$ cat src/rtl/regfile_wr_arbiter_pkg.sv
// Shared constants and payload type for the register-file write-port arbiter.
// Contents: register address/data widths, the r0 address, requester index
// assignments, and the writeback payload struct.
package regfile_wr_arbiter_pkg;

  localparam int unsigned REG_ADDR_W = 5;
  localparam int unsigned DATA_W     = 32;

  localparam logic [REG_ADDR_W-1:0] REG_ZERO = 5'd0;

  // Requester slots; lower index means higher base priority.
  localparam int unsigned REQ_ALU = 0;
  localparam int unsigned REQ_MDU = 1;
  localparam int unsigned REQ_LD  = 2;

  typedef struct packed {
    logic [REG_ADDR_W-1:0] addr;
    logic [DATA_W-1:0]     data;
  } wb_req_t;

endpackage

$ cat src/rtl/regfile_wr_arbiter_arb_aged_prio.sv
// Fixed-priority selector with an aged override.
// Ports:
//   valid    - per-requester request vector
//   wait_cnt - packed per-requester wait counters, slice i is [i*CNT_W +: CNT_W]
//   grant    - one-hot (or zero) grant, combinational
// Requesters whose counter has reached MAX_WAIT form the aged set; the lowest
// aged index wins, otherwise the lowest valid index wins.
module arb_aged_prio
  import regfile_wr_arbiter_pkg::*;
#(
  parameter int unsigned NUM_REQ  = 3,
  parameter int unsigned MAX_WAIT = 4,
  parameter int unsigned CNT_W    = 3
) (
  input  logic [NUM_REQ-1:0]       valid,
  input  logic [NUM_REQ*CNT_W-1:0] wait_cnt,
  output logic [NUM_REQ-1:0]       grant
);

  logic [NUM_REQ-1:0] aged;
  logic [NUM_REQ-1:0] cand;

  // Aged set: valid requesters that have waited at least MAX_WAIT cycles.
  always_comb begin
    aged = '0;
    for (int unsigned i = 0; i < NUM_REQ; i++) begin
      aged[i] = valid[i] && (wait_cnt[i*CNT_W +: CNT_W] >= CNT_W'(MAX_WAIT));
    end
  end

  // Isolate the lowest set bit of the chosen candidate vector.
  always_comb begin
    cand  = (|aged) ? aged : valid;
    grant = cand & (~cand + NUM_REQ'(1));
  end

endmodule

$ cat src/rtl/regfile_wr_arbiter.sv
// Register-file write-port arbiter: shares one write port between NUM_REQ
// writeback sources (ALU, mult/div, load) using fixed priority with aging,
// and registers the winning write into a one-entry output stage.
// Ports:
//   clock, ctrl_reset           - rising-edge clock, async active-high reset
//   req_valid/req_reg/req_data  - per-requester write requests (packed slices)
//   req_ready                   - one-hot grant, combinational
//   ctrl_writeEnable/ctrl_writeReg/data_writeReg - registered RF write port
//   stall_any                   - combinational, some valid requester not granted
// Optional: define REGFILE_WR_ARB_FWD_EN to add the read-bypass ports
//   fwd_readRegA/B, rf_readA/B (in) and fwd_dataA/B (out).
module regfile_wr_arbiter
  import regfile_wr_arbiter_pkg::*;
#(
  parameter int unsigned NUM_REQ  = 3,
  parameter int unsigned MAX_WAIT = 4,
  parameter int unsigned CNT_W    = 3
) (
  input  logic                         clock,
  input  logic                         ctrl_reset,
  input  logic [NUM_REQ-1:0]           req_valid,
  input  logic [REG_ADDR_W*NUM_REQ-1:0] req_reg,
  input  logic [DATA_W*NUM_REQ-1:0]    req_data,
  output logic [NUM_REQ-1:0]           req_ready,
  output logic                         ctrl_writeEnable,
  output logic [REG_ADDR_W-1:0]        ctrl_writeReg,
  output logic [DATA_W-1:0]            data_writeReg,
  output logic                         stall_any
`ifdef REGFILE_WR_ARB_FWD_EN
  ,
  input  logic [REG_ADDR_W-1:0]        fwd_readRegA,
  input  logic [REG_ADDR_W-1:0]        fwd_readRegB,
  input  logic [DATA_W-1:0]            rf_readA,
  input  logic [DATA_W-1:0]            rf_readB,
  output logic [DATA_W-1:0]            fwd_dataA,
  output logic [DATA_W-1:0]            fwd_dataB
`endif
);

  localparam logic [CNT_W-1:0] CNT_MAX = {CNT_W{1'b1}};

  // Counters must be able to represent MAX_WAIT.
  if ((2 ** CNT_W) <= MAX_WAIT) begin : g_bad_cnt_w
    $error("CNT_W too narrow for MAX_WAIT");
  end

  logic [NUM_REQ*CNT_W-1:0] wait_cnt_q;
  logic [NUM_REQ*CNT_W-1:0] wait_cnt_d;
  logic [NUM_REQ-1:0]       arb_grant;
  wb_req_t                  win;
  logic                     xfer;

  arb_aged_prio #(
    .NUM_REQ  (NUM_REQ),
    .MAX_WAIT (MAX_WAIT),
    .CNT_W    (CNT_W)
  ) u_arb (
    .valid    (req_valid),
    .wait_cnt (wait_cnt_q),
    .grant    (arb_grant)
  );

  // Grants are suppressed while reset is held.
  always_comb begin
    req_ready = ctrl_reset ? '0 : arb_grant;
    stall_any = |(req_valid & ~req_ready);
    xfer      = |req_ready;
  end

  // Select the granted payload; grant is one-hot so at most one slice matches.
  always_comb begin
    win = '0;
    for (int unsigned i = 0; i < NUM_REQ; i++) begin
      if (req_ready[i]) begin
        win.addr = req_reg[i*REG_ADDR_W +: REG_ADDR_W];
        win.data = req_data[i*DATA_W +: DATA_W];
      end
    end
  end

  // Wait counters: clear when idle or granted, otherwise saturating increment.
  always_comb begin
    wait_cnt_d = wait_cnt_q;
    for (int unsigned i = 0; i < NUM_REQ; i++) begin
      if (!req_valid[i] || req_ready[i]) begin
        wait_cnt_d[i*CNT_W +: CNT_W] = '0;
      end else if (wait_cnt_q[i*CNT_W +: CNT_W] != CNT_MAX) begin
        wait_cnt_d[i*CNT_W +: CNT_W] = wait_cnt_q[i*CNT_W +: CNT_W] + CNT_W'(1);
      end
    end
  end

  always_ff @(posedge clock or posedge ctrl_reset) begin
    if (ctrl_reset) begin
      wait_cnt_q <= '0;
    end else begin
      wait_cnt_q <= wait_cnt_d;
    end
  end

  // Output stage: writes to r0 are accepted but never enabled.
  always_ff @(posedge clock or posedge ctrl_reset) begin
    if (ctrl_reset) begin
      ctrl_writeEnable <= 1'b0;
      ctrl_writeReg    <= '0;
      data_writeReg    <= '0;
    end else begin
      ctrl_writeEnable <= xfer && (win.addr != REG_ZERO);
      if (xfer) begin
        ctrl_writeReg <= win.addr;
        data_writeReg <= win.data;
      end
    end
  end

`ifdef REGFILE_WR_ARB_FWD_EN
  // Bypass the in-flight write to readers of the same (non-zero) register.
  always_comb begin
    fwd_dataA = rf_readA;
    fwd_dataB = rf_readB;
    if (ctrl_writeEnable && (ctrl_writeReg == fwd_readRegA) && (fwd_readRegA != REG_ZERO)) begin
      fwd_dataA = data_writeReg;
    end
    if (ctrl_writeEnable && (ctrl_writeReg == fwd_readRegB) && (fwd_readRegB != REG_ZERO)) begin
      fwd_dataB = data_writeReg;
    end
  end
`endif

endmodule

$ cat config.mk
export PLATFORM = sky130hd
export DESIGN_NAME = regfile_wr_arbiter
export DESIGN_NICKNAME = d
export VERILOG_FILES = /design/src/rtl/regfile_wr_arbiter_pkg.sv /design/src/rtl/regfile_wr_arbiter_arb_aged_prio.sv /design/src/rtl/regfile_wr_arbiter.sv
export SDC_FILE = /design/constraint.sdc
export NUM_CORES = 1
export LEC_CHECK = 0
export ABC_AREA = 0
export CORE_MARGIN = 2
export CORE_UTILIZATION = 35
export DETAILED_ROUTE_END_ITERATION = 10
export MAX_ROUTING_LAYER = met4
export PLACE_DENSITY_LB_ADDON = 0.1
export SYNTH_ARGS = -nofsm -noshare
export SYNTH_HDL_FRONTEND = slang
export SYNTH_SLANG_ARGS = --single-unit
$ cat constraint.sdc
create_clock -name clock -period 4.8 [get_ports clock]
set_input_delay 0.48 -clock clock [delete_from_list [all_inputs] [get_ports clock]]
set_output_delay 0.48 -clock clock [all_outputs]
set_load 0.01 [all_outputs]
==> results of run 1 <==
==> synth_stat cells, drive strengths merged <==
cell type and count:
and2b 1, xor2 3, nand2b 6, nand3 1, o31ai 1, inv 2
a2111oi 1, and3b 1, a221o 1, nand2 70, clkbuf 6, nor2 15
o211a 1, a21o 3, a221oi 3, a222oi 34, buf 9, or4 1
ha 6, dfrtp 47, a22oi 1, mux2i 6
==> layer usage <==
layer  track usage  share of wire
met3        0.0590          0.082
met2         0.367           0.51
met5             -              0
met4        0.0616          0.015
met1         0.245           0.39
==> power by group <==
part | switching (µW) | internal (µW) | total (µW)
Combinational | 135 | 222 | 357
Sequential | 34.6 | 452 | 487
Clock | 131 | 169 | 300
Total | 301 | 843 | 1140
==> logic make-up (layout without fill, tap and decap cells) <==
logic type                 after synthesis  after routing  synth area share
AOI/OAI and AO/OA                       45             45             0.201
xor gates and xnor gates                 3              3            0.0116
adders and majority gates                6              6            0.0333
buffers and inverters                   17            172            0.0355
DFF                                     47             47             0.521
muxes                                    6              6            0.0266
and+or+nand+nor                         95             95             0.171
==> worst max path at each step <==
stage,from,end,slack [ns],cells past startpoint
global placement,req_valid[2],req_ready[0],1.58,5
floorplan,ctrl_reset,req_ready[0],2.05,4
CTS,req_valid[2],req_ready[0],1.55,5
global route,req_valid[2],req_ready[0],1.46,5
detailed placement,req_valid[2],req_ready[0],1.55,5
finish,req_valid[2],req_ready[0],1.53,5
==> metrics by stage <==
step	cell area (µm²)	setup slack, ns	std cells
5_1_grt	4030	1.46	451
6_report	4030	1.53	451
2_1_floorplan	2260	2.05	219
3_3_place_gp	3920	1.58	443
4_1_cts	4030	1.55	451
3_5_place_dp	3920	1.55	443
==> layout make-up <==
type	count	area share
multi-input cells	155	0.254
well taps	77	0.0239
flip-flops and latches	47	0.292
clock inverters	2	0.00869
clock buffers	6	0.0205
inverters	2	0.00186
repair buffers	162	0.399
==> flip-flops by register name (all words and copies together) (netlist names) <==
name              count
ctrl_writeEnable      1
wait_cnt_q            9
data_writeReg        32
ctrl_writeReg         5
==> flow_summary.ini, run 1 <==
[floorplanning]
die-width_um = 84.3
design.die.area_um2 = 7100
core_area_um2 = 6280
die_height_um = 84.3
initial_utilization = 0.359
io-pin-count = 158
fp-row-count = 29

[placement]
detailed_place_hpwl_um = 5450
place_congestion = 0.815
port-buffer-count = 157

[drt]
detailedRoute.firstPassIterationCount = 5
detailroute.via_count = 2452
drtIter0Drc = 196
via_per_inst = 5.44
drt-total-wl_um = 7430
drcViolationCount = 0
drt.antenna.violating_nets = 0
drt-wirelength-per-cell_um = 16.5

[clock_network]
tritoncts_clock_tree = yes
cts_setup_buffers = 0
cts_resized = 0
cts-buffers-inserted = 5
htree_num_levels = 2
cts-root-buf = sky130_fd_sc_hd__clkbuf_8
clk_path_buf_depth = 2
clk_pin_slew_ns = 0.08
clock-sinks = 47
clock_insertion_delay_worst_skew_ns = 0.30
cts.hold.buffers_added = 0

[timing]
min_period_ns = 3.27
report.final.setup_viol = 0
timing.final.max_slew_violations = 0
tightest_slew_ns = 0.840
clock-skew-final_ns = 0.00563
fin_setup_tns_ns = 0
max_slew_margin = 0.440
fin_crit_sh = 0.680
timing.fmax_ghz = 0.306
timing_hold_violations_final = 0
rsz_0062_raised_after_global_routing = false
whs_ns = 0.490

[synth]
synth.net_count = 341
yosys.area.top_type_share = 0.521
synthDominantAreaCellType = sky130_fd_sc_hd__dfrtp_1
netlist_instances = 219
ys.warnings.count = 0
sequential_to_total_area_share_from_yosys_stat = 0.521
syn_area_um2 = 2260
syn_area_per_cell_um2 = 10.3
synth-seq-cells = 47
synthTopCellsByArea = sky130_fd_sc_hd__dfrtp_1 (52%), sky130_fd_sc_hd__a222oi_1 (15%), sky130_fd_sc_hd__nand2_1 (12%), sky130_fd_sc_hd__ha_1 (3.3%), sky130_fd_sc_hd__mux2i_1 (2.7%)
synth_cell_type_count = 26

[power]
power.ir.vdd_worst_mv = 0.149
power_uw = 1140
pwr_density_cell_nw_per_um2 = 284
leakagePower_uw = 0.00177

[final_layout]
layout.core_utilization = 0.642
layout_common_cells = sky130_fd_sc_hd__clkdlybuf4s50_1 (157), sky130_fd_sc_hd__nand2_1 (70), sky130_fd_sc_hd__dfrtp_1 (47)
syn2layout_area_growth_pct = 78.8
post_route_cells_drive_above_1_share = 0.0535
final.fill_count = 568
antenna-diode-count = 0
fin_nets = 495
reg_area_um2 = 1180
mostFrequentLayoutCell = sky130_fd_sc_hd__clkdlybuf4s50_1
multi_input_comb_area_um2 = 1030

[global_route]
pin_count_of_the_biggest_net_entering_global_routing = 49
grt_overflow_total = 0
number_of_global_route_vias_before_repair = 2523
grt_pass1_wl_um = 11700
antenna_found_initial = 0
grtUsageTotal = 0.214

[critical_path]
crit_path_max_incr_delay_ns = 0.60
path_common_cell = sky130_fd_sc_hd__clkdlybuf4s50_1
r2r-end = ctrl_writeEnable
critPathMaxFanout = 20
worst_ep_required_time_ns = 4.32
reg_to_reg_start = wait_cnt_q[8]
worstPathArrival_ns = 2.79
crit_path_top_delay_cell = sky130_fd_sc_hd__o211a_1
r2r_slack_ns = 2.31
worstSetupPathType = input pin to output port
cp.buffers_inverters = 3
kind_of_start_point_of_the_critical_path = input pin
worst_path_dominant_cell_family = buffers and inverters
r2r_cells = 6
endpoint_kind = output port
crit_path_cell_trace = clkdlybuf4s50_1 > a22oi_1 > o211a_1 > buf_4 > clkdlybuf4s50_1

[hold_path]
timing.hold.worst.start = ctrl_writeReg[3]
hold_path_end = ctrl_writeReg[3]
worst_hold_path_class = flop to flop
min_path_cells = 1

[status]
outcome = finished, final reports clean

[flow_run]
max_cap_violations = 0
(Power assumes the default switching activity.)
==> inputs of run 2 (changes only) <==
- CORE_UTILIZATION: 35 -> 32
- clock period: 4.8 -> 2.95 ns (I/O delays scaled with it)
==> run 2 against run 1 <==
Sequential cell count unchanged. Critical path depth unchanged. Via count decreased by 2.5%. Register-to-register slack got worse by 1.5 ns. Sequential share of layout area decreased by 0.11 points. Final cell count increased by 4.7%. Die area increased by 8.9%. Global-route usage decreased by 2.1 points. Cell area increased by 0.37%. First-iteration DRC count increased by 13%. Combinational power increased by 64%.
==> flow_summary.ini, run 2 (synthesis results as in run 1) <==
[status]
outcome = finished, final reports clean

[drt]
drt-total-wl_um = 7620
detailedRoute.firstPassIterationCount = 7
detailroute.via_count = 2390
drcViolationCount = 0
drt.antenna.violating_nets = 0
drtIter0Drc = 221
drt-wirelength-per-cell_um = 16.1
via_per_inst = 5.06

[power]
intPower_uw = 1270
netSwitchingFraction = 0.277
pwr_density_cell_nw_per_um2 = 433
comb_power_share = 0.334
leakagePower_uw = 0.00177
p_seq_frac = 0.453
pwr-share-clk = 0.212
power.ir.vdd_worst_mv = 0.203
power_switching_uw = 485

[critical_path]
r2r_slack_ns = 0.83
worstSetupPathType = input pin to output port
kind_of_start_point_of_the_critical_path = input pin
worst_ep_required_time_ns = 2.65
endpoint_kind = output port
worstPathArrival_ns = 2.35
critPathMaxFanout = 38
r2r_cells = 6

[timing]
rsz_0062_raised_after_global_routing = false
fin_setup_tns_ns = 0
timing.fmax_ghz = 0.378
fin_crit_sh = 0.897
report.final.setup_viol = 0
timing_hold_violations_final = 0
max_slew_margin = 0.575
min_period_ns = 2.65
tightest_slew_ns = 0.638
timing.final.max_slew_violations = 0
clock-skew-final_ns = 0.00845

[final_layout]
mostFrequentLayoutCell = sky130_fd_sc_hd__clkdlybuf4s50_1
post_route_cells_drive_above_1_share = 0.0532
reg_top3 = data_writeReg x32, wait_cnt_q x9, ctrl_writeReg x5
layout.core_utilization = 0.596
antenna-diode-count = 0
fin_nets = 497
largest_register_ffs = 32
syn2layout_area_growth_pct = 79.4
instances_no_fill = 472
layout_common_cells = sky130_fd_sc_hd__clkdlybuf4s50_1 (157), sky130_fd_sc_hd__nand2_1 (70), sky130_fd_sc_hd__dfrtp_1 (47)
largest-register = data_writeReg
postLayoutCellArea_um2 = 4050

[hold_path]
min_path_cells = 1
worst_hold_path_class = flop to flop

[placement]
detailed_place_hpwl_um = 5540
detailed_place.area_um2 = 3970
port-buffer-count = 157
place_congestion = 0.823
place.detailed.instances = 464

[global_route]
pin_count_of_the_biggest_net_entering_global_routing = 49
number_of_global_route_vias_before_repair = 2268
grtUsageTotal = 0.193
grt_pass1_wl_um = 11000
antenna_found_initial = 0
grt_overflow_total = 0

[floorplanning]
die_height_um = 88.0
design.die.area_um2 = 7740
fp-row-count = 30
core_area_um2 = 6790
io-pin-count = 158
initial_utilization = 0.332
die-width_um = 88.0

[clock_network]
tritoncts_clock_tree = yes
cts_resized = 0
cts.hold.buffers_added = 0
clock-sinks = 47
clk_pin_slew_ns = 0.08
clock_insertion_delay_worst_skew_ns = 0.30
cts-buffers-inserted = 5
clk_path_buf_depth = 2
cts_setup_buffers = 0
cts-root-buf = sky130_fd_sc_hd__clkbuf_8
htree_num_levels = 2

[flow_run]
max_cap_violations = 0
==> run 2: cell types whose count changed in the layout (fill, tap and decap cells not counted) <==
cell	delta
sky130_fd_sc_hd__buf_12	+1
sky130_fd_sc_hd__clkbuf_8	-1
sky130_fd_sc_hd__clkbuf_1	+2
sky130_fd_sc_hd__bufinv_16	-1
sky130_fd_sc_hd__buf_4	+1
==> run 2: final timing paths <==
kind,startpoint,endpoint
worst max-delay path,req_valid[0],req_ready[1]
worst min-delay path,ctrl_writeReg[1],ctrl_writeReg[1]
worst max register to register,wait_cnt_q[8],ctrl_writeEnable
worst min register to register,ctrl_writeReg[1],ctrl_writeReg[1]
max in group asynchronous,ctrl_reset,data_writeReg[30]
min in group asynchronous,ctrl_reset,data_writeReg[25]
==> run 2: per-layer routing <==
layer | global-route usage | wire length (µm) | vias up
met4 | 0.0503 | 81 | 0
met2 | 0.311 | 3710 | 134
met3 | 0.0500 | 750 | 6
met5 | - | 0 | -
li1 | - | - | 1134
met1 | 0.241 | 3070 | 1116
==> run 2: per-stage QoR <==
stage          hold WS (ns)  power [µW]  setup slack, ns
4_1_cts               0.488        1780            0.312
3_3_place_gp          0.470        1390            0.341
2_1_floorplan         0.408        1000            0.429
5_1_grt               0.514        1850            0.221
3_5_place_dp          0.469        1400            0.315
6_report              0.485        1750            0.304
==> run 2: power by group through the flow <==
stage / Combinational [µW] / Clock (µW) / Sequential [µW]
final: 586 / 372 / 794
after global routing: 630 / 412 / 805
after CTS: 595 / 389 / 795
after detailed placement: 593 / 0 / 805
after global placement: 585 / 0 / 806
after floorplan: 167 / 0 / 836
==> run 2: critical path: stages <==
cell and delay, ns:
sky130_fd_sc_hd__clkdlybuf4s50_1 0.57, sky130_fd_sc_hd__and2b_1 0.27, sky130_fd_sc_hd__a2111oi_4 0.36, sky130_fd_sc_hd__buf_12 0.25, sky130_fd_sc_hd__clkdlybuf4s50_1 0.57
==> run 2: layout make-up <==
cell class                      count  area (µm²)
Clock buffer                        7        76.3
Clock inverter                      1        5.00
Fill cell                         607        2750
Inverter                            2        7.51
Multi-Input combinational cell    155        1030
Sequential cell                    47        1180
Tap cell                           96         120
Timing Repair Buffer              164        1640
==> inputs of run 3 (changes only) <==
- CORE_UTILIZATION: 32 -> 35
- clock period: 2.95 -> 3.3 ns (I/O delays scaled with it)
==> run 3 against run 2 <==
Hold slack improved by 0.0044 ns. Critical path depth up 1. Via count up 2.3%. Critical endpoint is now stall_any. Largest power group unchanged.
==> flow_summary.ini, run 3 (synthesis results as in run 1) <==
[critical_path]
endpoint_kind = output port
r2r_cells = 6
crit_path_top_delay_cell = sky130_fd_sc_hd__clkdlybuf4s50_1
r2r_slack_ns = 1.05
crit_path_max_incr_delay_ns = 0.61
critPathMaxFanout = 15
reg_to_reg_start = wait_cnt_q[8]
worstPathArrival_ns = 2.46
crit_path_cell_trace = clkdlybuf4s50_1 > a22oi_1 > o211a_1 > nand2b_1 > nand3_1 > clkdlybuf4s50_1
worstSetupPathType = input pin to output port
worst_ep_required_time_ns = 2.97
path_common_cell = sky130_fd_sc_hd__clkdlybuf4s50_1
r2r-end = ctrl_writeEnable
kind_of_start_point_of_the_critical_path = input pin

[timing]
rsz_0062_raised_after_global_routing = false
fin_setup_tns_ns = 0
timing.final.max_slew_violations = 0
min_period_ns = 2.79
timing_hold_violations_final = 0
fin_crit_sh = 0.845
tightest_slew_ns = 0.879
whs_ns = 0.490
clock-skew-final_ns = 0.00646
worst_slack_ns = 0.513
max_slew_margin = 0.414
timing.fmax_ghz = 0.359
report.final.setup_viol = 0

[global_route]
gr_busiest_metal = met2
number_of_global_route_vias_before_repair = 2619
grtUsageTotal = 0.225
met3_use_gr = 0.0433
met2_track_usage_gr = 0.374
pin_count_of_the_biggest_net_entering_global_routing = 49
antenna_found_initial = 0
grt.met1_usage = 0.270
grt_overflow_total = 0
grt_pass1_wl_um = 12400

[placement]
detailed_place_hpwl_um = 5640
place_congestion = 0.806
detailed_place.area_um2 = 3940
port-buffer-count = 157
place.detailed.instances = 446
dp_worst_setup_slack_ns = 0.525

[drt]
drtIter0Drc = 260
drcViolationCount = 0
drt.antenna.violating_nets = 0
via_per_inst = 5.40
drt-total-wl_um = 7650
detailroute.via_count = 2444
drt-wirelength-per-cell_um = 16.9
detailedRoute.firstPassIterationCount = 6

[power]
leakagePower_uw = 0.00177
power.ir.vdd_worst_mv = 0.266
pwr_density_cell_nw_per_um2 = 395

[clock_network]
cts_resized = 0
clock_insertion_delay_worst_skew_ns = 0.30
cts.hold.buffers_added = 0
tritoncts_clock_tree = yes
htree_num_levels = 2
cts-buffers-inserted = 5
clk_path_buf_depth = 2
clk_pin_slew_ns = 0.09
cts_setup_buffers = 0
cts-root-buf = sky130_fd_sc_hd__clkbuf_8
clock-sinks = 47

[floorplanning]
die-width_um = 84.3
core_area_um2 = 6280
initial_utilization = 0.359
die_height_um = 84.3
design.die.area_um2 = 7100
fp-row-count = 29
io-pin-count = 158

[final_layout]
postLayoutCellArea_um2 = 4030
instances_no_fill = 453
syn2layout_area_growth_pct = 78.4
antenna-diode-count = 0
reg_area_um2 = 1180
multi_input_comb_area_um2 = 1030
mostFrequentLayoutCell = sky130_fd_sc_hd__clkdlybuf4s50_1
post_route_cells_drive_above_1_share = 0.0585
reg_top3 = data_writeReg x32, wait_cnt_q x9, ctrl_writeReg x5
largest-register = data_writeReg
layout_common_cells = sky130_fd_sc_hd__clkdlybuf4s50_1 (157), sky130_fd_sc_hd__nand2_1 (70), sky130_fd_sc_hd__dfrtp_1 (47)
largest_register_ffs = 32
fin_nets = 498
final.fill_count = 553

[flow_run]
max_cap_violations = 0

[hold_path]
timing.hold.worst.start = ctrl_writeReg[3]
hold_path_end = ctrl_writeReg[3]
min_path_cells = 1
worst_hold_path_class = flop to flop

[status]
outcome = finished, final reports clean
-- run 3: changes by cell type in the layout (fill, tap and decap cells not counted) --
cell,change
sky130_fd_sc_hd__buf_12,-1
sky130_fd_sc_hd__buf_4,+2
sky130_fd_sc_hd__clkbuf_1,-2
sky130_fd_sc_hd__clkbuf_8,+1
-- run 3: worst max path at each step --
stage	end	slack, ns	cells past startpoint	from
5_1_grt	stall_any	0.38	6	req_valid[2]
4_1_cts	stall_any	0.53	6	req_valid[1]
3_5_place_dp	ctrl_writeEnable	0.53	7	req_valid[1]
2_1_floorplan	data_writeReg[18]	0.74	5	ctrl_reset
3_3_place_gp	req_ready[1]	0.57	5	req_valid[0]
6_report	stall_any	0.51	6	req_valid[2]
-- run 3: stage by stage --
| stage | utilization | total power, µW |
|---|---|---|
| after floorplan | - | 897 |
| after global routing | 0.641 | 1680 |
| final | 0.641 | 1590 |
| after detailed placement | 0.627 | 1250 |
| after CTS | 0.641 | 1610 |
| after global placement | 0.627 | 1240 |
-- run 3: power by group --
group	leakage [µW]	switching [µW]	total [µW]	internal, µW
Sequential	0.000587	50.3	708	658
Combinational	0.00114	199	524	325
Clock	0.0000470	194	359	165
Total	0.00177	443	1590	1150
-- run 3: worst max-delay path: cells and delay by family --
family / cells / cell delay, ns
and+or+nand+nor: 2 / 0.40
AOI/OAI and AO/OA: 2 / 0.58
buffers and inverters: 2 / 1.14
-- run 3: metal layers --
| metal | routed length (µm) | vias up |
|---|---|---|
| li1 | - | 1136 |
| met1 | 3190 | 1166 |
| met2 | 3680 | 128 |
| met3 | 590 | 14 |
| met4 | 189 | 0 |
| met5 | 0 | - |
-- run 3: layout make-up --
cell class,count,area share
clock inverters,1,0.00124
well taps,77,0.0239
multi-input cells,155,0.255
inverters,2,0.00187
clock buffers,6,0.0205
flip-flops and latches,47,0.292
repair buffers,165,0.405
